**src/rtl/cpu_ctrl_pkg.sv**
```systemverilog
// cpu_ctrl_pkg: shared state encoding, instruction field constants and the
// decode dispatch used by the cpu_sequencer control unit.
// Latency: n/a (types and constants only). Backpressure: n/a.
package cpu_ctrl_pkg;

  typedef enum logic [5:0] {
    ST_RST,
    ST_IF1,
    ST_IF2,
    ST_UPD_PC,
    ST_DEC,
    ST_MOV_IMM,
    ST_GETA,
    ST_GETB,
    ST_GETB_RD,
    ST_PASS,
    ST_PASS_ST,
    ST_ALU,
    ST_ALU_MVN,
    ST_CMP,
    ST_WR_RD,
    ST_EA,
    ST_LD_ADDR,
    ST_MEM_RD,
    ST_WB_MEM,
    ST_MEM_WR,
    ST_HALT,
    ST_HALT_ILL
  } state_e;

  // opcode = ir[15:13]
  localparam logic [2:0] OPC_MOV  = 3'b110;
  localparam logic [2:0] OPC_ALU  = 3'b101;
  localparam logic [2:0] OPC_LDR  = 3'b011;
  localparam logic [2:0] OPC_STR  = 3'b100;
  localparam logic [2:0] OPC_HALT = 3'b111;

  // op = ir[12:11]
  localparam logic [1:0] OP_MOV_IMM = 2'b10;
  localparam logic [1:0] OP_MOV_REG = 2'b00;
  localparam logic [1:0] OP_ADD     = 2'b00;
  localparam logic [1:0] OP_CMP     = 2'b01;
  localparam logic [1:0] OP_AND     = 2'b10;
  localparam logic [1:0] OP_MVN     = 2'b11;
  localparam logic [1:0] OP_MEM     = 2'b00;
  localparam logic [1:0] OP_HALT    = 2'b00;

  localparam logic [1:0] VSEL_MDATA = 2'b00;
  localparam logic [1:0] VSEL_IMM   = 2'b01;
  localparam logic [1:0] VSEL_PC    = 2'b10;
  localparam logic [1:0] VSEL_C     = 2'b11;

  localparam logic [1:0] MEM_NONE  = 2'b00;
  localparam logic [1:0] MEM_READ  = 2'b01;
  localparam logic [1:0] MEM_WRITE = 2'b10;

  localparam logic [1:0] ALU_ADD = 2'b00;
  localparam logic [1:0] ALU_SUB = 2'b01;
  localparam logic [1:0] ALU_AND = 2'b10;
  localparam logic [1:0] ALU_MVN = 2'b11;

  // First execute state for a decoded instruction; anything unlisted halts
  // with the illegal flag.
  function automatic state_e dispatch(input logic [2:0] opcode, input logic [1:0] op);
    state_e nxt;
    case ({opcode, op})
      {OPC_MOV, OP_MOV_IMM}: nxt = ST_MOV_IMM;
      {OPC_MOV, OP_MOV_REG}: nxt = ST_GETB;
      {OPC_ALU, OP_ADD},
      {OPC_ALU, OP_CMP},
      {OPC_ALU, OP_AND}:     nxt = ST_GETA;
      {OPC_ALU, OP_MVN}:     nxt = ST_GETB;
      {OPC_LDR, OP_MEM},
      {OPC_STR, OP_MEM}:     nxt = ST_GETA;
      {OPC_HALT, OP_HALT}:   nxt = ST_HALT;
      default:               nxt = ST_HALT_ILL;
    endcase
    return nxt;
  endfunction

endpackage

```
**src/rtl/prog_counter.sv**
```systemverilog
// prog_counter: instruction address register with increment enable.
// Latency: pc updates on the edge where inc=1; wraps from all-ones to 0.
// Backpressure: none. Ports: clk, reset (async high), inc, pc.
module prog_counter #(
  parameter int ADDR_W = 9
) (
  input  logic              clk,
  input  logic              reset,
  input  logic              inc,
  output logic [ADDR_W-1:0] pc
);

  logic [ADDR_W-1:0] pc_q;
  logic [ADDR_W-1:0] pc_d;

  always_comb begin
    pc_d = pc_q;
    if (inc) begin
      pc_d = (pc_q == {ADDR_W{1'b1}}) ? '0 : pc_q + ADDR_W'(1);
    end
  end

  always_ff @(posedge clk or posedge reset) begin
    if (reset) pc_q <= '0;
    else       pc_q <= pc_d;
  end

  assign pc = pc_q;

endmodule

```
**src/rtl/cpu_sequencer.sv**
```systemverilog
// cpu_sequencer: fetch/decode/execute control unit owning pc and data_addr;
// drives register-file/ALU controls and a read/write memory handshake.
// Latency: fetch+decode 4 cycles, MOV_IMM 5 .. STR 10; each mem_ready=0 cycle
// in IF1/MEM_RD/MEM_WR stalls one cycle with state and outputs held.
// Ports: clk, reset; ir, datapath_out, mem_ready in; mem_cmd/mem_addr,
// datapath controls, register numbers, sign-extended immediates, status out.
module cpu_sequencer
  import cpu_ctrl_pkg::*;
#(
  parameter int DATA_W = 16,
  parameter int ADDR_W = 9,
  parameter int REG_AW = 3
) (
  input  logic              clk,
  input  logic              reset,
  input  logic [15:0]       ir,
  input  logic [DATA_W-1:0] datapath_out,
  input  logic              mem_ready,
  output logic [1:0]        mem_cmd,
  output logic [ADDR_W-1:0] mem_addr,
  output logic              load_ir,
  output logic              loada,
  output logic              loadb,
  output logic              loadc,
  output logic              loads,
  output logic              asel,
  output logic              bsel,
  output logic              write,
  output logic [REG_AW-1:0] readnum,
  output logic [REG_AW-1:0] writenum,
  output logic [1:0]        vsel,
  output logic [1:0]        shift,
  output logic [1:0]        ALUop,
  output logic [DATA_W-1:0] sximm8,
  output logic [DATA_W-1:0] sximm5,
  output logic              halted,
  output logic              illegal
);

  state_e            state_q, state_d;
  logic [ADDR_W-1:0] data_addr_q, data_addr_d;
  logic [ADDR_W-1:0] pc;
  logic              pc_inc;
  logic              addr_sel;

  logic [2:0]        opcode;
  logic [1:0]        op;
  logic [1:0]        sh;
  logic [REG_AW-1:0] rn, rd, rm;

  assign opcode = ir[15:13];
  assign op     = ir[12:11];
  assign sh     = ir[4:3];
  assign rn     = ir[8 +: REG_AW];
  assign rd     = ir[5 +: REG_AW];
  assign rm     = ir[0 +: REG_AW];

  // Only the low ADDR_W bits of the C register form an address.
  logic unused_dp;
  assign unused_dp = ^{datapath_out, ir};

  prog_counter #(.ADDR_W(ADDR_W)) u_pc (
    .clk   (clk),
    .reset (reset),
    .inc   (pc_inc),
    .pc    (pc)
  );

  // Next state, pc increment and data_addr capture. ir is held by the
  // datapath for the whole instruction, so later states re-read its fields.
  always_comb begin
    state_d     = state_q;
    data_addr_d = data_addr_q;
    pc_inc      = 1'b0;
    case (state_q)
      ST_RST:     state_d = ST_IF1;
      ST_IF1:     if (mem_ready) state_d = ST_IF2;
      ST_IF2:     state_d = ST_UPD_PC;
      ST_UPD_PC: begin
        pc_inc  = 1'b1;
        state_d = ST_DEC;
      end
      ST_DEC:     state_d = dispatch(opcode, op);
      ST_GETA:    state_d = (opcode == OPC_ALU) ? ST_GETB : ST_EA;
      ST_GETB: begin
        if (opcode == OPC_MOV)  state_d = ST_PASS;
        else if (op == OP_CMP)  state_d = ST_CMP;
        else if (op == OP_MVN)  state_d = ST_ALU_MVN;
        else                    state_d = ST_ALU;
      end
      ST_PASS,
      ST_ALU,
      ST_ALU_MVN: state_d = ST_WR_RD;
      ST_EA:      state_d = ST_LD_ADDR;
      ST_LD_ADDR: begin
        data_addr_d = datapath_out[ADDR_W-1:0];
        state_d     = (opcode == OPC_STR) ? ST_GETB_RD : ST_MEM_RD;
      end
      ST_GETB_RD: state_d = ST_PASS_ST;
      ST_PASS_ST: state_d = ST_MEM_WR;
      ST_MEM_RD:  if (mem_ready) state_d = ST_WB_MEM;
      ST_MEM_WR:  if (mem_ready) state_d = ST_IF1;
      ST_MOV_IMM,
      ST_CMP,
      ST_WR_RD,
      ST_WB_MEM:  state_d = ST_IF1;
      ST_HALT,
      ST_HALT_ILL: state_d = state_q;
      default:    state_d = ST_RST;
    endcase
  end

  // Moore outputs decoded from the state register, so reset zeroes them
  // without waiting for a clock edge.
  always_comb begin
    mem_cmd  = MEM_NONE;
    addr_sel = 1'b0;
    load_ir  = 1'b0;
    loada    = 1'b0;
    loadb    = 1'b0;
    loadc    = 1'b0;
    loads    = 1'b0;
    asel     = 1'b0;
    bsel     = 1'b0;
    write    = 1'b0;
    readnum  = '0;
    writenum = '0;
    vsel     = VSEL_MDATA;
    shift    = 2'b00;
    ALUop    = ALU_ADD;
    halted   = 1'b0;
    illegal  = 1'b0;
    sximm8   = '0;
    sximm5   = '0;
    if (state_q != ST_RST) begin
      sximm8 = {{(DATA_W-8){ir[7]}}, ir[7:0]};
      sximm5 = {{(DATA_W-5){ir[4]}}, ir[4:0]};
    end
    case (state_q)
      ST_IF1:     mem_cmd = MEM_READ;
      ST_IF2: begin
        mem_cmd = MEM_READ;
        load_ir = 1'b1;
      end
      ST_MOV_IMM: begin
        writenum = rn;
        vsel     = VSEL_IMM;
        write    = 1'b1;
      end
      ST_GETA: begin
        readnum = rn;
        loada   = 1'b1;
      end
      ST_GETB: begin
        readnum = rm;
        loadb   = 1'b1;
      end
      ST_GETB_RD: begin
        readnum = rd;
        loadb   = 1'b1;
      end
      // A-side forced to zero so the shifted B operand passes through the adder.
      ST_PASS: begin
        asel  = 1'b1;
        shift = sh;
        loadc = 1'b1;
      end
      ST_PASS_ST: begin
        asel  = 1'b1;
        loadc = 1'b1;
      end
      ST_ALU: begin
        ALUop = op;
        shift = sh;
        loadc = 1'b1;
      end
      ST_ALU_MVN: begin
        asel  = 1'b1;
        ALUop = ALU_MVN;
        shift = sh;
        loadc = 1'b1;
      end
      ST_CMP: begin
        ALUop = ALU_SUB;
        shift = sh;
        loads = 1'b1;
      end
      ST_WR_RD: begin
        vsel     = VSEL_C;
        writenum = rd;
        write    = 1'b1;
      end
      ST_EA: begin
        bsel  = 1'b1;
        loadc = 1'b1;
      end
      ST_MEM_RD: begin
        addr_sel = 1'b1;
        mem_cmd  = MEM_READ;
      end
      // Read command and address stay put so memory keeps the data valid.
      ST_WB_MEM: begin
        addr_sel = 1'b1;
        mem_cmd  = MEM_READ;
        vsel     = VSEL_MDATA;
        writenum = rd;
        write    = 1'b1;
      end
      ST_MEM_WR: begin
        addr_sel = 1'b1;
        mem_cmd  = MEM_WRITE;
      end
      ST_HALT:    halted = 1'b1;
      ST_HALT_ILL: begin
        halted  = 1'b1;
        illegal = 1'b1;
      end
      default: ;
    endcase
    mem_addr = addr_sel ? data_addr_q : pc;
  end

  always_ff @(posedge clk or posedge reset) begin
    if (reset) begin
      state_q     <= ST_RST;
      data_addr_q <= '0;
    end else begin
      state_q     <= state_d;
      data_addr_q <= data_addr_d;
    end
  end

endmodule

```
**config.mk**
```make
export PLATFORM = sky130hd
export DESIGN_NAME = cpu_sequencer
export DESIGN_NICKNAME = d
export VERILOG_FILES = /design/src/rtl/cpu_ctrl_pkg.sv /design/src/rtl/prog_counter.sv /design/src/rtl/cpu_sequencer.sv
export SDC_FILE = /design/constraint.sdc
export NUM_CORES = 1
export LEC_CHECK = 0
export CORE_MARGIN = 8
export CORE_UTILIZATION = 45
export CTS_CLUSTER_SIZE = 16
export DETAILED_ROUTE_END_ITERATION = 10
export GPL_TIMING_DRIVEN = 0
export PLACE_DENSITY_LB_ADDON = 0.3
export SLEW_MARGIN = 10
export SYNTH_ARGS = -nofsm -noshare
export SYNTH_HDL_FRONTEND = slang
export SYNTH_SLANG_ARGS = --single-unit
export TNS_END_PERCENT = 100
```
**constraint.sdc**
```tcl
create_clock -name clk -period 6.2 [get_ports clk]
set_clock_uncertainty 0.05 [all_clocks]
set_input_delay 1.86 -clock clk [delete_from_list [all_inputs] [get_ports clk]]
set_output_delay 1.86 -clock clk [all_outputs]
set_load 0.05 [all_outputs]
```
==> run summary <==
Via count of the first global-routing pass - 2157
Initial DRT Pass Iterations - 4
CTS Buffer Depth - 2
TritonCTS clock tree - done
Hold Crit Start - data_addr_q[7]
Global-route wire length before repair - 11.0 mm
Commonest non-fill, non-tap cells in the layout - clkdlybuf4s50_1, buf_4, nand2_1, dfrtp_1, mux2_2
Hold Path Depth - 1
Initial Util - 0.473
Multi-input gate area - 1240 um2
Clk slew on worst S/H paths - 0.08 ns
R2R Path End - u_pc.pc[4]
Final Power - 1.50 mW
Worst Hold Class - flip-flop to flip-flop
Post-Layout Cell Count - 402
Global route total overflow - 0
Initial antenna violation count - 0
Final period utilization - 0.900
Async set-or-reset flop fraction in the synthesized netlist - 1.00
Leakage - 1.24 nW
Post-DP HPWL - 5.26 mm
Commonest non-fill, non-tap cell in the layout - clkdlybuf4s50_1
Fmax - 179 MHz
Outcome - complete, no violations
Crit Path Max Fanout - 13
R2r setup slk - 3.76 ns
GR Util met3 - 0.0449
RePlAce Congestion - 0.922
Relative slew margins - 0.411
H-tree Lvls - 1
Total CTS buffers - 3
Most Crowded Layer GR - met2
Post-synth EDFFs - 0
Avg WL per Cell - 16.3 um
CTS Sinks - 23
Total Routed Length - 6.54 mm
Die H - 83.9 um
Boundary Pins - 100
Die W - 83.9 um
Power per cell area - 483 nW/um2
DP Cell Count - 398
Area after DPL - 3060 um2
Syn_area_per_cell - 8.16 um2
DRC viols - 0
Worst R2R Start - u_pc.pc[0]
Clock Latency Late Sink - 0.26 ns
Minimum clock period - 5.58 ns
Seq. cell area - 576 um2
Syn nets - 291
Number of antenna diodes - 0
Global-route usage over all layers - 0.182
Register area share after synthesis - 0.278
TNS Setup - 0 ns
Die Area - 7030 um2
#FFs+latches synth - 23
GR met2 Demand/Resource - 0.307
Worst EP required - 4.29 ns
Reg2Reg Depth - 8
GRT met1 Usage - 0.232
Layout cell share with drive strength beyond 1 - 0.169
Row count - 24
PostCTS Resize Cnt - 0
DR vias - 2174
Initial DRC count - 223
Max VDD drop - 0.286 mV
CORE AREA - 4380 um2
Crit. End Element - output port
Synth Warn # - 0
Nets@finish - 388
Critical Setup Path Class - input pin to output port
Synthesized cell area - 2070 um2
Cell area after layout - 3100 um2
Routed Antenna Nets - 0
Max Cap Viol - 0
Worst Path Arrival - 3.67 ns
Via density - 5.41
IO Port Bufs - 92
Max-slew violation count - 0
Synth cell types - 50
Final hold vios - 0
Post-CTS setup repair buffer count - 0
RSZ-0062 raised after global routing - no
Endpoints failing setup - 0
Clock Root Buffer - clkbuf_8
Tightest Pin Transition - 0.882 ns
Post-CTS Hold Buffers - 0
Ys flop type - dfrtp_1
Largest net degree at the start of global routing - 24
Area growth, synth to finish - 49.8%
Fillers - 364
WHS Endpoint - data_addr_q[7]
Post-Synthesis Cells - 254
CP startpoint kind - input pin
==> synth_stat cells (6+ instances only) <==
cell	n	share of area
clkbuf_1	9	0.016
mux2_2	19	0.10
nand2_1	23	0.042
and2_1	11	0.033
dfrtp_1	23	0.28
nand2b_1	10	0.030
or2_2	6	0.018
nor2b_1	8	0.024
buf_4	24	0.087
nor2_1	17	0.031
o21ai_0	15	0.036
a21oi_1	11	0.027
nor3_1	14	0.034
==> sequential cells by signal, indices dropped and copies added, names as in the netlist <==
signal	count
u_pc.pc	9
data_addr_q	9
state_q	5
==> power breakdown <==
group | leakage (nW) | switching, mW | internal, mW
registers | 0.286 | 0.0327 | 0.201
logic | 0.931 | 0.741 | 0.431
clock network | 0.0228 | 0.0465 | 0.0458
==> layer usage <==
layer,vias up,wire [um]
met3,2,409
met5,-,0
li1,1080,-
met4,0,19
met1,1012,2870
met2,80,3240
==> cells by family after synthesis <==
kind of cell / share of synthesized area
AND/OR/NAND/NOR: 0.300
AO/OA/AOI/OAI: 0.176
buffers and inverters: 0.123
flip-flops: 0.278
multiplexers: 0.108
adder cells (fa/ha/maj): 0.0121
XOR/XNOR: 0.00423
==> worst max path at each step <==
stage          start    endpoint  slack [ns]  depth (start not counted)
6_report       ir[4]   sximm5[5]        0.62                          4
5_1_grt        ir[4]  sximm5[15]        0.52                          4
3_5_place_dp   ir[4]   sximm5[5]        0.61                          4
3_3_place_gp   ir[4]  sximm5[15]        0.65                          4
4_1_cts        ir[4]   sximm5[5]        0.61                          4
2_1_floorplan  ir[4]  sximm5[10]        1.50                          2
==> cell type report <==
| cell class | count | area share |
|---|---|---|
| multi-input combinational | 190 | 0.400 |
| buffer | 37 | 0.0770 |
| inverter | 4 | 0.00484 |
| tap | 52 | 0.0210 |
| clock buffer | 4 | 0.0145 |
| timing repair buffer | 92 | 0.297 |
| sequential | 23 | 0.185 |
==> through the flow <==
| step | setup slack [ns] | util | hold slack, ns |
|---|---|---|---|
| global placement | 0.646 | 0.697 | 0.434 |
| CTS | 0.609 | 0.708 | 0.464 |
| global route | 0.518 | 0.708 | 0.485 |
| finish | 0.621 | 0.708 | 0.459 |
| detailed placement | 0.609 | 0.697 | 0.446 |
| floorplan | 1.50 | - | 0.415 |
==> critical path, stage by stage <==
cell and delay [ns]:
clkdlybuf4s50_1 0.46, and2_1 0.37, buf_4 0.18, clkdlybuf4s50_1 0.80
Power figures use the tool's default switching activity.
